File: src/rtl/alarm_controller.sv
// Alarm sequencer around the time comparator: alarm time storage, snooze arithmetic,
// and the ring/snooze/dismiss FSM. Optional ring auto-silence under ALARM_TIMEOUT_EN.
module alarm_controller #(
   parameter int SNOOZE_MIN     = 9,
   parameter int MAX_SNOOZE     = 3,
   parameter int RING_TIMEOUT_S = 60
) (
   input  logic        clk,
   input  logic        reset,
   input  logic        sec_tick,
   input  logic        alarm_en,
   input  logic        set_alarm,
   input  logic [15:0] alarm_set_time,
   input  logic        sound_alarm,
   input  logic        snooze_btn,
   input  logic        dismiss_btn,
   output logic [15:0] compare_time,
   output logic        alarm_on,
   output logic        snooze_active,
   output logic        set_err
);

   typedef enum logic [1:0] {IDLE, ARMED, RINGING, SNOOZE} state_t;

   state_t      state_q, state_d;
   logic [15:0] alarm_reg_q, alarm_reg_d;
   logic [15:0] compare_time_q, compare_time_d;
   logic [3:0]  snooze_cnt_q, snooze_cnt_d;
   logic        alarm_on_q, alarm_on_d;
   logic        snooze_active_q, snooze_active_d;
   logic        set_err_q, set_err_d;
   logic        sound_q, snooze_btn_q, dismiss_btn_q;
   logic        sound_rise, snooze_rise, dismiss_rise;
   logic        set_ok;

`ifdef ALARM_TIMEOUT_EN
   logic [7:0]  sec_cnt_q, sec_cnt_d;
   logic [7:0]  sec_inc;
   assign sec_inc = sec_cnt_q + 8'd1;
`else
   logic        unused_sec_tick;
   localparam int unused_ring_timeout = RING_TIMEOUT_S;
   assign unused_sec_tick = sec_tick;
`endif

   // Operands are always valid BCD, so a binary round trip keeps the result valid BCD.
   function automatic logic [15:0] add_snooze(input logic [15:0] t);
      logic [6:0] mins;
      logic [6:0] hrs;
      mins = 7'(t[7:4]) * 7'd10 + 7'(t[3:0]) + 7'(SNOOZE_MIN);
      hrs  = 7'(t[15:12]) * 7'd10 + 7'(t[11:8]);
      if (mins >= 7'd60) begin
         mins = mins - 7'd60;
         hrs  = hrs + 7'd1;
      end
      if (hrs >= 7'd24) hrs = hrs - 7'd24;
      return {4'(hrs / 7'd10), 4'(hrs % 7'd10), 4'(mins / 7'd10), 4'(mins % 7'd10)};
   endfunction

   assign sound_rise   = sound_alarm & ~sound_q;
   assign snooze_rise  = snooze_btn & ~snooze_btn_q;
   assign dismiss_rise = dismiss_btn & ~dismiss_btn_q;

   assign set_ok = (alarm_set_time[15:12] <= 4'd2) && (alarm_set_time[11:8] <= 4'd9) &&
                   !((alarm_set_time[15:12] == 4'd2) && (alarm_set_time[11:8] > 4'd3)) &&
                   (alarm_set_time[7:4] <= 4'd5) && (alarm_set_time[3:0] <= 4'd9);

   always_comb begin
      state_d        = state_q;
      alarm_reg_d    = alarm_reg_q;
      compare_time_d = compare_time_q;
      snooze_cnt_d   = snooze_cnt_q;
      alarm_on_d     = alarm_on_q;
      set_err_d      = set_alarm && !set_ok;
`ifdef ALARM_TIMEOUT_EN
      sec_cnt_d      = sec_cnt_q;
`endif
      if (set_alarm && set_ok) alarm_reg_d = alarm_set_time;

      if (!alarm_en) begin
         state_d        = IDLE;
         alarm_on_d     = 1'b0;
         snooze_cnt_d   = 4'd0;
         compare_time_d = alarm_reg_d;
      end else if (set_alarm && set_ok) begin
         state_d        = ARMED;
         compare_time_d = alarm_set_time;
         snooze_cnt_d   = 4'd0;
         alarm_on_d     = 1'b0;
      end else begin
         unique case (state_q)
            IDLE: state_d = ARMED;
            ARMED: begin
               if (sound_rise) begin
                  state_d    = RINGING;
                  alarm_on_d = 1'b1;
`ifdef ALARM_TIMEOUT_EN
                  sec_cnt_d  = 8'd0;
`endif
               end
            end
            RINGING: begin
               if (dismiss_rise) begin
                  state_d        = ARMED;
                  compare_time_d = alarm_reg_q;
                  snooze_cnt_d   = 4'd0;
                  alarm_on_d     = 1'b0;
               end else if (snooze_rise && (snooze_cnt_q < 4'(MAX_SNOOZE))) begin
                  state_d        = SNOOZE;
                  compare_time_d = add_snooze(compare_time_q);
                  snooze_cnt_d   = snooze_cnt_q + 4'd1;
                  alarm_on_d     = 1'b0;
               end
`ifdef ALARM_TIMEOUT_EN
               else if (sec_tick) begin
                  if (sec_inc >= 8'(RING_TIMEOUT_S)) begin
                     state_d        = ARMED;
                     compare_time_d = alarm_reg_q;
                     snooze_cnt_d   = 4'd0;
                     alarm_on_d     = 1'b0;
                  end else begin
                     sec_cnt_d = sec_inc;
                  end
               end
`endif
            end
            SNOOZE: begin
               if (dismiss_rise) begin
                  state_d        = ARMED;
                  compare_time_d = alarm_reg_q;
                  snooze_cnt_d   = 4'd0;
                  alarm_on_d     = 1'b0;
               end else if (sound_rise) begin
                  state_d    = RINGING;
                  alarm_on_d = 1'b1;
`ifdef ALARM_TIMEOUT_EN
                  sec_cnt_d  = 8'd0;
`endif
               end
            end
            default: state_d = IDLE;
         endcase
      end
      snooze_active_d = (state_d == SNOOZE);
   end

   always_ff @(posedge clk) begin
      if (reset) begin
         state_q         <= IDLE;
         alarm_reg_q     <= 16'h0000;
         compare_time_q  <= 16'h0000;
         snooze_cnt_q    <= 4'd0;
         alarm_on_q      <= 1'b0;
         snooze_active_q <= 1'b0;
         set_err_q       <= 1'b0;
         sound_q         <= 1'b0;
         snooze_btn_q    <= 1'b0;
         dismiss_btn_q   <= 1'b0;
`ifdef ALARM_TIMEOUT_EN
         sec_cnt_q       <= 8'd0;
`endif
      end else begin
         state_q         <= state_d;
         alarm_reg_q     <= alarm_reg_d;
         compare_time_q  <= compare_time_d;
         snooze_cnt_q    <= snooze_cnt_d;
         alarm_on_q      <= alarm_on_d;
         snooze_active_q <= snooze_active_d;
         set_err_q       <= set_err_d;
         sound_q         <= sound_alarm;
         snooze_btn_q    <= snooze_btn;
         dismiss_btn_q   <= dismiss_btn;
`ifdef ALARM_TIMEOUT_EN
         sec_cnt_q       <= sec_cnt_d;
`endif
      end
   end

   assign compare_time  = compare_time_q;
   assign alarm_on      = alarm_on_q;
   assign snooze_active = snooze_active_q;
   assign set_err       = set_err_q;

endmodule
File: config.mk
export PLATFORM = sky130hd
export DESIGN_NAME = alarm_controller
export DESIGN_NICKNAME = d
export VERILOG_FILES = /design/src/rtl/alarm_controller.sv
export SDC_FILE = /design/constraint.sdc
export NUM_CORES = 1
export LEC_CHECK = 0
export ABC_CLOCK_PERIOD_IN_PS = 5900
export BUFFER_PORTS_ARGS = -buffer_cell sky130_fd_sc_hd__buf_4
export CAP_MARGIN = 20
export CORE_MARGIN = 4
export CORE_UTILIZATION = 55
export CTS_CLUSTER_SIZE = 8
export DETAILED_ROUTE_END_ITERATION = 10
export GPL_TIMING_DRIVEN = 0
export MAX_ROUTING_LAYER = met4
export PLACE_DENSITY = 0.86
export SLEW_MARGIN = 5
export SYNTH_ARGS = -nofsm -noshare
export SYNTH_HDL_FRONTEND = slang
export SYNTH_SLANG_ARGS = --single-unit
File: constraint.sdc
create_clock -name clk -period 5.9 [get_ports clk]
set_input_delay 1.18 -clock clk [delete_from_list [all_inputs] [get_ports clk]]
set_output_delay 1.18 -clock clk [all_outputs]
set_load 0.005 [all_outputs]
==> results of run 1 <==
[worst reg2reg max path, delay by kind of cell (launching register included)]
| family | cells | cell delay [ps] |
|---|---|---|
| compound gates | 5 | 1030 |
| xor+xnor | 4 | 620 |
| fa+ha+maj | 6 | 1410 |
| buf+inv | 5 | 550 |
| flops | 1 | 380 |
| simple gates | 11 | 1830 |
[final cells by class]
class | instances | area share
plain buffers | 23 | 0.0269
clock buffers | 7 | 0.0149
clock inverters | 1 | 0.00171
inverters | 20 | 0.0157
multi-input cells | 443 | 0.640
flip-flops and latches | 44 | 0.174
well taps | 99 | 0.0242
repair buffers | 70 | 0.103
[power by group through the flow]
stage / Clock (W) / Sequential [W] / Combinational [W]
3_3_place_gp: 0 / 0.000329 / 0.000666
5_1_grt: 0.000201 / 0.000324 / 0.000930
3_5_place_dp: 0 / 0.000329 / 0.000682
2_1_floorplan: 0 / 0.000325 / 0.000528
4_1_cts: 0.000192 / 0.000323 / 0.000806
6_report: 0.000192 / 0.000324 / 0.000864
[final timing paths]
kind | start | end | slack [ps] | cells after the start
worst max-delay path | compare_time[4] | compare_time[10] | 9 | 31
worst min-delay path | snooze_cnt_q[2] | snooze_cnt_q[2] | 460 | 2
worst max register to register | compare_time[4] | compare_time[10] | 9 | 31
worst min register to register | snooze_cnt_q[2] | snooze_cnt_q[2] | 460 | 2
[routing by layer]
layer / GRT usage / up-vias / wire length, um
met4: 0.117 / 0 / 340
met2: 0.496 / 250 / 6210
met3: 0.0494 / 42 / 1120
met1: 0.375 / 2074 / 5200
met5: - / - / 0
li1: - / 2114 / -
[synth_stat cells (4+ instances only)]
cell type / instances / share of area
a211o_1: 7 / 0.015
a211oi_1: 8 / 0.015
a21o_1: 4 / 0.0073
a21oi_1: 43 / 0.052
a31oi_1: 7 / 0.011
and2_1: 8 / 0.012
and3_1: 7 / 0.011
buf_2: 4 / 0.0049
clkbuf_1: 14 / 0.013
dfxtp_1: 44 / 0.21
fa_1: 4 / 0.019
ha_1: 24 / 0.073
inv_1: 20 / 0.018
mux2i_1: 7 / 0.017
nand2_1: 67 / 0.061
nand3_1: 21 / 0.026
nand4_1: 4 / 0.0061
nor2_1: 45 / 0.041
nor2_2: 5 / 0.0076
nor2b_1: 6 / 0.0091
nor3_1: 11 / 0.013
nor3b_1: 4 / 0.0073
o2111ai_1: 7 / 0.015
o211ai_1: 6 / 0.011
o21a_1: 5 / 0.0091
o21ai_0: 27 / 0.033
o221ai_1: 11 / 0.023
o22ai_1: 9 / 0.014
or2_1: 4 / 0.0061
or3_1: 4 / 0.0061
xnor2_1: 18 / 0.038
xor2_1: 4 / 0.0085
[stage by stage]
step | hold slack [ps] | cells | setup TNS [ps]
after floorplan | 430 | 530 | 0
after global placement | 439 | 670 | -2630
after detailed placement | 447 | 670 | -3140
after CTS | 459 | 702 | -59.6
after global routing | 477 | 707 | -1050
final | 459 | 707 | 0
[kinds of logic after synthesis]
kind of cell | after synthesis
simple gates | 205
compound gates | 174
flops | 44
buf+inv | 43
xor+xnor | 28
fa+ha+maj | 28
mux | 8
[state kept, by name, summed over array words and instances, names as in the netlist]
register	cells
state_q	2
sound_q	1
snooze_btn_q	1
set_err	1
alarm_reg_q	16
alarm_on	1
compare_time	16
snooze_active	1
dismiss_btn_q	1
snooze_cnt_q	4
[repair_timing]
action,4_1_cts,5_1_grt
resized for setup,40,13
endpoints found under the setup margin,4,4
pin swaps,34,32
setup buffers,24,5
endpoints found under the hold margin,0,0
==> results.sh, run 1 <==
export IMPL_status="finished, final reports clean"
export IMPL_grt_pass1_wl_um=21200
export IMPL_grt_antenna_before_repair=0
export IMPL_insertedDiodeCount=0
export IMPL_dp_hpwl_um=9270
export IMPL_path_delay_family="simple AND/OR/NAND/NOR gates"
export IMPL_min_path_type="register to register"
export IMPL_min_period_ps=5890
export IMPL_root_buffer="clkbuf_8"
export IMPL_place_area_um2=4560
export IMPL_synth_seq_area_share=0.214
export IMPL_grt_max_degree=14
export IMPL_cp_start_kind="register"
export IMPL_fin_skew_ps=9.18
export IMPL_cts_buffer_depth=2
export IMPL_htreeDepth=2
export IMPL_worst_setup_path_end_kind="register"
export IMPL_io_pins=43
export IMPL_dpl_worst_slack_ps=-824
export IMPL_synth_xor_area_share=0.0705
export IMPL_dieHeight_um=94.5
export IMPL_pwr_share_clk=0.140
export IMPL_seqPwrFrac=0.235
export IMPL_multiInputGateArea_um2=3270
export IMPL_cts_tree="built"
export IMPL_switchingPower_w=0.000614
export IMPL_viasPerCell=6.34
export IMPL_post_route_util=0.705
export IMPL_slew_violations=0
export IMPL_synth_compound_area_share=0.304
export IMPL_synthDistinctLibCells=77
export IMPL_synth_adder_area_share=0.0924
export IMPL_wl_per_cell_um=18.2
export IMPL_cp_common_cell="ha_4"
export IMPL_cts_made_buffers=5
export IMPL_grt_pass1_vias=4469
export IMPL_seqCellArea_um2=888
export IMPL_critPathSlowestCell="dfxtp_4"
export IMPL_postCtsHoldBufs=0
export IMPL_wl_um=12900
export IMPL_synth_top_family_by_area="compound AO/OA/AOI/OAI gates"
export IMPL_cp_max_fo=5
export IMPL_critPathKind="register to register"
export IMPL_grt_use_total=0.303
export IMPL_cts_sinks=44
export IMPL_finalWorstSetupSlack_ps=8.67
export IMPL_fin_nets=659
export IMPL_dr_pass1_iters=5
export IMPL_min_period_over_period=0.999
export IMPL_hold_viol_final=0
export IMPL_yosys_warnings=0
export IMPL_syn_area_um2=4120
export IMPL_leakage_nw=2.01
export IMPL_synth_mux_area_frac=0.0207
export IMPL_yosys_register_bits=44
export IMPL_port_buffers=41
export IMPL_power_share_switching=0.445
export IMPL_drt_initial_drc_count=420
export IMPL_irDropWorstVdd_uv=220
export IMPL_dieArea_um2=8930
export IMPL_row_count=31
export IMPL_power_w=0.00138
export IMPL_syn_to_final_growth_pct=24.2
export IMPL_ys_flop_type="dfxtp_1"
export IMPL_critPathArrivalTime_ps=6140
export IMPL_drcViolationCount=0
export IMPL_clk_latency_ps=310
export IMPL_fmax_ghz=0.170
export IMPL_initial_utilization=0.568
export IMPL_slew_headroom=0.418
export IMPL_worst_path_largest_cell_delay_ps=380
export IMPL_layout_cells_most_common_list="73 x buf_4, 67 x nand2_1, 43 x nor2_1, 43 x a21oi_1, 40 x dfxtp_1"
export IMPL_die_w_um=94.5
export IMPL_drive_gt1_frac=0.248
export IMPL_syn_area_per_cell_um2=7.77
export IMPL_place_gp_congestion=0.975
export IMPL_power_frac_comb=0.626
export IMPL_synthSimpleGateAreaFrac=0.250
export IMPL_required_ps=6150
export IMPL_setup_viol=0
export IMPL_synth_nets=582
export IMPL_detail_route_antenna_nets=0
export IMPL_intPower_w=0.000766
export IMPL_overflow=0
export IMPL_synth_edf_count=0
export IMPL_crit_buf_inv=5
export IMPL_path_clk_slew_ps=90
export IMPL_p_per_area_nw_per_um2=270
export IMPL_vias=4480
export IMPL_coreArea_um2=7250
export IMPL_rsz0062_at_grt="yes"
export IMPL_maxCapViolCount=0
export IMPL_layout_commonest_cell="buf_4"
export IMPL_final_cell_area_um2=5110
export IMPL_worstMarginPinSlew_ps=870
export IMPL_async_reset_ff_frac=0
export IMPL_netlist_instances=530
export IMPL_fillers=608
No activity file was read; power rests on OpenSTA's default activity.
==> run 2: changes to the inputs <==
- ABC_CLOCK_PERIOD_IN_PS: 5900 -> 5200
- MAX_ROUTING_LAYER: met4 -> not set
- clock period: 5.9 -> 5.2 ns (I/O delays scaled with it)
==> run 2 against run 1 <==
- the run now ends with setup timing left
- wire length up 0.33%
- non-clock buffer count up 2
- largest power group unchanged
- via count up 2.1%
- hold slack worse by 2.7 ps
- critical path type unchanged
- maximum frequency up 2.2%
- power up 15%
- critical path depth down 2
- register-to-register slack worse by 570 ps
- combinational power up 13%
- final cell count up 0.28%
==> results.sh, run 2 (same netlist as run 1, synthesis figures left out) <==
export IMPL_hold_viol_final=0
export IMPL_root_buffer="clkbuf_8"
export IMPL_coreArea_um2=7250
export IMPL_min_path_type="register to register"
export IMPL_postCtsHoldBufs=0
export IMPL_cts_sinks=44
export IMPL_initial_utilization=0.568
export IMPL_required_ps=5370
export IMPL_p_per_area_nw_per_um2=308
export IMPL_worst_setup_path_end_kind="register"
export IMPL_worstMarginPinSlew_ps=915
export IMPL_htreeDepth=2
export IMPL_failed_checks="setup timing"
export IMPL_critPathArrivalTime_ps=5930
export IMPL_overflow=0
export IMPL_r2r_end="compare_time[12]"
export IMPL_detail_route_antenna_nets=0
export IMPL_slew_headroom=0.388
export IMPL_place_gp_congestion=0.904
export IMPL_rsz0062_at_grt="yes"
export IMPL_clk_latency_ps=300
export IMPL_grt_max_degree=14
export IMPL_place_area_um2=4650
export IMPL_dieArea_um2=8930
export IMPL_die_w_um=94.5
export IMPL_drt_initial_drc_count=500
export IMPL_row_count=31
export IMPL_irDropWorstVdd_uv=237
export IMPL_cp_common_cell="nor2_4"
export IMPL_setup_viol=4
export IMPL_io_pins=43
export IMPL_finalWorstSetupSlack_ps=-564
export IMPL_timing_rr_start="compare_time[5]"
export IMPL_wl_per_cell_um=18.2
export IMPL_min_period_over_period=1.11
export IMPL_endpoint="compare_time[12]"
export IMPL_cts_made_buffers=5
export IMPL_viasPerCell=6.45
export IMPL_final_cell_area_um2=5170
export IMPL_worst_path_largest_cell_delay_ps=630
export IMPL_cts_buffer_depth=2
export IMPL_cp_max_fo=5
export IMPL_slew_violations=0
export IMPL_dieHeight_um=94.5
export IMPL_dr_pass1_iters=5
export IMPL_min_period_ps=5760
export IMPL_port_buffers=41
export IMPL_critPathSlowestCell="fa_1"
export IMPL_fmax_ghz=0.174
export IMPL_drcViolationCount=0
export IMPL_maxCapViolCount=0
export IMPL_grt_pass1_vias=4336
export IMPL_insertedDiodeCount=0
export IMPL_hold_worst_slack_ps=457
export IMPL_dp_hpwl_um=9220
export IMPL_crit_path_start="compare_time[5]"
export IMPL_cts_tree="built"
export IMPL_post_route_util=0.713
export IMPL_path_clk_slew_ps=90
export IMPL_layout_commonest_cell="buf_4"
export IMPL_r2r_slack_ps=-560
export IMPL_power_w=0.00159
export IMPL_leakage_nw=2.02
export IMPL_layout_cells_most_common_list="75 x buf_4, 67 x nand2_1, 43 x a21oi_1"
export IMPL_critPathKind="register to register"
export IMPL_cp_start_kind="register"
export IMPL_grt_antenna_before_repair=0
export IMPL_syn_to_final_growth_pct=25.6
export IMPL_grt_use_total=0.293
export IMPL_fin_skew_ps=6.60
export IMPL_wl_um=12900
export IMPL_r2r_worst_path_cells=29
export IMPL_drive_gt1_frac=0.259
export IMPL_status="complete, but fails checks"
export IMPL_fin_nets=661
export IMPL_grt_pass1_wl_um=21100
export IMPL_vias=4576
[run 2: cell count changes in the layout (fill, tap and decap cells not counted), sizes merged]
cell	change
buf	+2
[run 2: stage by stage]
stage | cells | setup slack [ps] | TNS [ps]
floorplan | 530 | -462 | -1650
global placement | 670 | -1040 | -3940
detailed placement | 670 | -1190 | -4530
CTS | 701 | -658 | -2440
global route | 709 | -832 | -3170
finish | 709 | -564 | -2030
[run 2: worst min path at each step]
stage	depth (start not counted)	slack, ps	to	startpoint
after floorplan	2	430	snooze_cnt_q[2]	snooze_cnt_q[2]
after global placement	2	440	alarm_reg_q[12]	alarm_reg_q[12]
after detailed placement	2	440	alarm_reg_q[12]	alarm_reg_q[12]
after CTS	2	460	alarm_reg_q[12]	alarm_reg_q[12]
after global routing	2	480	alarm_reg_q[13]	alarm_reg_q[13]
final	2	460	alarm_reg_q[12]	alarm_reg_q[12]
[run 2: power breakdown]
group	internal, W	leakage, nW	switching, W	total (W)
Sequential	0.000349	0.361	0.0000174	0.000367
Clock	0.000123	0.0534	0.000121	0.000245
Combinational	0.000422	1.61	0.000557	0.000978
Total	0.000894	2.02	0.000695	0.00159
[run 2: what timing repair did]
action / 4_1_cts / 5_1_grt
setup buffers: 23 / 8
pin swaps: 26 / 20
setup endpoints to repair: 4 / 4
resized for setup: 22 / 17
[run 2: cell type report]
class | count | area [um^2]
well taps | 99 | 124
inverters | 20 | 77.6
fillers | 575 | 2080
repair buffers | 72 | 541
multi-input cells | 443 | 3290
clock buffers | 7 | 97.6
flip-flops and latches | 44 | 892
plain buffers | 23 | 138
clock inverters | 1 | 5.00
[run 2: worst max-delay path: cells and delay by family (launching register included)]
kind	cells	cell delay, ps
AOI/OAI and AO/OA	8	1330
xor gates and xnor gates	3	370
adders and majority gates	5	1570
buffers and inverters	4	500
DFF	1	350
and+or+nand+nor	9	1490
[run 2: per-layer routing]
metal  up-vias  wire [um]  global-route usage
met5         -          0                   0
met4         0        485               0.117
met3        58       1120              0.0430
met2       274       6180               0.498
met1      2122       5120               0.373
li1       2122          -                   -
==> run 3: changes to the inputs <==
- ABC_AREA: not set -> 1
- ABC_CLOCK_PERIOD_IN_PS: 5200 -> 7300
- CORE_UTILIZATION: 55 -> 30
- PLACE_DENSITY: 0.86 -> 0.54
- clock period: 5.2 -> 7.3 ns (I/O delays scaled with it)
==> run 3 against run 2 <==
- the run now ends clean
- largest cell class unchanged
- highest routed layer unchanged
- worst setup slack improved by 2600 ps
- critical path type unchanged
- combinational power grew 62%
- clock power decreased by 12%
==> results.sh, run 3 <==
export IMPL_cts_tree="built"
export IMPL_crit_buf_inv=10
export IMPL_grt_max_degree=13
export IMPL_drcViolationCount=0
export IMPL_detail_route_antenna_nets=0
export IMPL_r2r_end="compare_time[9]"
export IMPL_async_reset_ff_frac=0
export IMPL_r2r_slack_ps=2010
export IMPL_min_path_type="register to register"
export IMPL_post_cts_resized=0
export IMPL_cp_max_fo=10
export IMPL_dieHeight_um=121
export IMPL_synth_top_area_frac=0.230
export IMPL_required_ps=7480
export IMPL_yosysTopAreaCell="dfxtp_1"
export IMPL_grt_use_total=0.141
export IMPL_path_delay_family="simple AND/OR/NAND/NOR gates"
export IMPL_min_period_ps=5290
export IMPL_power_w=0.00208
export IMPL_htreeDepth=2
export IMPL_maxCapViolCount=0
export IMPL_path_clk_slew_ps=60
export IMPL_cts_sinks=44
export IMPL_place_gp_congestion=0.814
export IMPL_synthTopCellsByCount="129 x nand2_1, 92 x inv_1, 57 x nor2_1, 45 x nand3_1, 44 x dfxtp_1"
export IMPL_crit_path_start="compare_time[6]"
export IMPL_grt_pass1_wl_um=17000
export IMPL_fillers=1390
export IMPL_port_buffers=41
export IMPL_netlist_instances=599
export IMPL_min_from="snooze_cnt_q[2]"
export IMPL_finalWorstSetupSlack_ps=2010
export IMPL_initial_utilization=0.305
export IMPL_leakage_nw=2.19
export IMPL_yosys_warnings=0
export IMPL_syn_area_um2=3830
export IMPL_drive_gt1_frac=0.170
export IMPL_setup_viol=0
export IMPL_critPathSlowestCell="dfxtp_1"
export IMPL_p_per_area_nw_per_um2=463
export IMPL_critPathArrivalTime_ps=5470
export IMPL_grt_pass1_vias=3631
export IMPL_postCtsHoldBufs=0
export IMPL_layout_cells_most_common_list="129 x nand2_1, 92 x inv_1, 57 x nor2_1"
export IMPL_viasPerCell=4.65
export IMPL_dpl_worst_slack_ps=1960
export IMPL_worstMarginPinSlew_ps=772
export IMPL_root_buffer="clkbuf_16"
export IMPL_grt_antenna_before_repair=0
export IMPL_endpoint="compare_time[9]"
export IMPL_syn_to_final_growth_pct=17.1
export IMPL_syn_area_per_cell_um2=6.40
export IMPL_cts_buffer_depth=2
export IMPL_yosys_register_bits=44
export IMPL_slew_headroom=0.483
export IMPL_worst_setup_path_end_kind="register"
export IMPL_worst_path_largest_cell_delay_ps=370
export IMPL_io_pins=43
export IMPL_die_w_um=121
export IMPL_ys_flop_type="dfxtp_1"
export IMPL_synth_most_common_cell="nand2_1"
export IMPL_cts_made_buffers=5
export IMPL_fin_nets=699
export IMPL_row_count=41
export IMPL_insertedDiodeCount=0
export IMPL_vias=3805
export IMPL_slew_violations=0
export IMPL_min_period_over_period=0.725
export IMPL_wl_per_cell_um=12.2
export IMPL_layout_commonest_cell="nand2_1"
export IMPL_coreArea_um2=12600
export IMPL_dp_hpwl_um=8190
export IMPL_clk_latency_ps=290
export IMPL_timing_rr_start="compare_time[6]"
export IMPL_fin_skew_ps=8.01
export IMPL_wl_um=10000
export IMPL_critPathKind="register to register"
export IMPL_r2r_worst_path_cells=43
export IMPL_hold_viol_final=0
export IMPL_tns_ps=0
export IMPL_cp_num_cells=43
export IMPL_synth_nets=651
export IMPL_drt_initial_drc_count=166
export IMPL_cp_start_kind="register"
export IMPL_fmax_ghz=0.189
export IMPL_irDropWorstVdd_uv=195
export IMPL_synth_edf_count=0
export IMPL_overflow=0
export IMPL_dr_pass1_iters=4
export IMPL_ys_top_cells_by_area="dfxtp_1 23%, nand2_1 13%, inv_1 9.0%"
export IMPL_dieArea_um2=14700
export IMPL_synthDistinctLibCells=42
export IMPL_postCtsSetupRepairBufs=0
export IMPL_status="finished, final reports clean"
export IMPL_synth_seq_area_share=0.230
export IMPL_rsz0062_at_grt="no"
==> run 3: cell types whose count changed in the layout (fill, tap and decap cells not counted), moves of 10 or more <==
cell      change
ha_1         +10
xnor2_1      -13
nand3_1      +24
o221ai_1     -11
nor2_1       +15
inv_1        +76
nand2_2      +22
a21oi_1      -10
buf_4        -34
nand2_1      +62
o21ai_0      +20
==> run 3: area by class of cell <==
class	instances	area (um^2)	share of cell area
multi-input combinational	441	2510	0.558
sequential	44	881	0.196
inverter	100	378	0.0841
timing repair buffer	41	308	0.0685
tap	172	215	0.0479
clock buffer	6	129	0.0287
buffer	14	68.8	0.0153
clock inverter	1	5.00	0.00111
==> run 3: tightest hold or removal path: stages (launching register included) <==
cell     delay, ps
dfxtp_1        310
nand2_1         60
nor2_1          40
==> run 3: metrics by stage <==
| stage | hold slack (ps) | util | cell area (um^2) | std cells |
|---|---|---|---|---|
| after detailed placement | 442 | 0.347 | 4360 | 812 |
| after CTS | 450 | 0.357 | 4490 | 819 |
| after floorplan | 424 | - | 3830 | 599 |
| final | 446 | 0.357 | 4490 | 819 |
| after global placement | 437 | 0.347 | 4360 | 812 |
| after global routing | 459 | 0.357 | 4490 | 819 |
==> run 3: how the worst min path moves through the flow <==
stage | to | slack (ps) | depth (start not counted)
final | snooze_cnt_q[2] | 450 | 2
after floorplan | snooze_cnt_q[2] | 420 | 2
after global routing | snooze_cnt_q[3] | 460 | 2
after global placement | snooze_cnt_q[2] | 440 | 2
after detailed placement | snooze_cnt_q[3] | 440 | 2
after CTS | snooze_cnt_q[3] | 450 | 2
==> run 3: metal layers <==
layer  vias to the layer above  part of all wire  global-route usage
li1                       2020                 -                   -
met1                      1714              0.49               0.191
met2                        61              0.46               0.236
met3                        10             0.037              0.0182
met4                         0             0.013              0.0368
met5                         -                 0                   0
==> run 3: kinds of logic after synthesis <==
| group | synth area share |
|---|---|
| XOR/XNOR | 0.0202 |
| AO/OA/AOI/OAI | 0.152 |
| AND/OR/NAND/NOR | 0.383 |
| buffers and inverters | 0.117 |
| adder cells (fa/ha/maj) | 0.0992 |
| flip-flops | 0.230 |
==> run 3: power breakdown <==
group | leakage [nW] | switching, W | internal, W | total, W
clock | 0.0667 | 0.0000911 | 0.000124 | 0.000216
combinational | 1.77 | 0.00102 | 0.000554 | 0.00158
sequential | 0.359 | 0.0000249 | 0.000259 | 0.000284
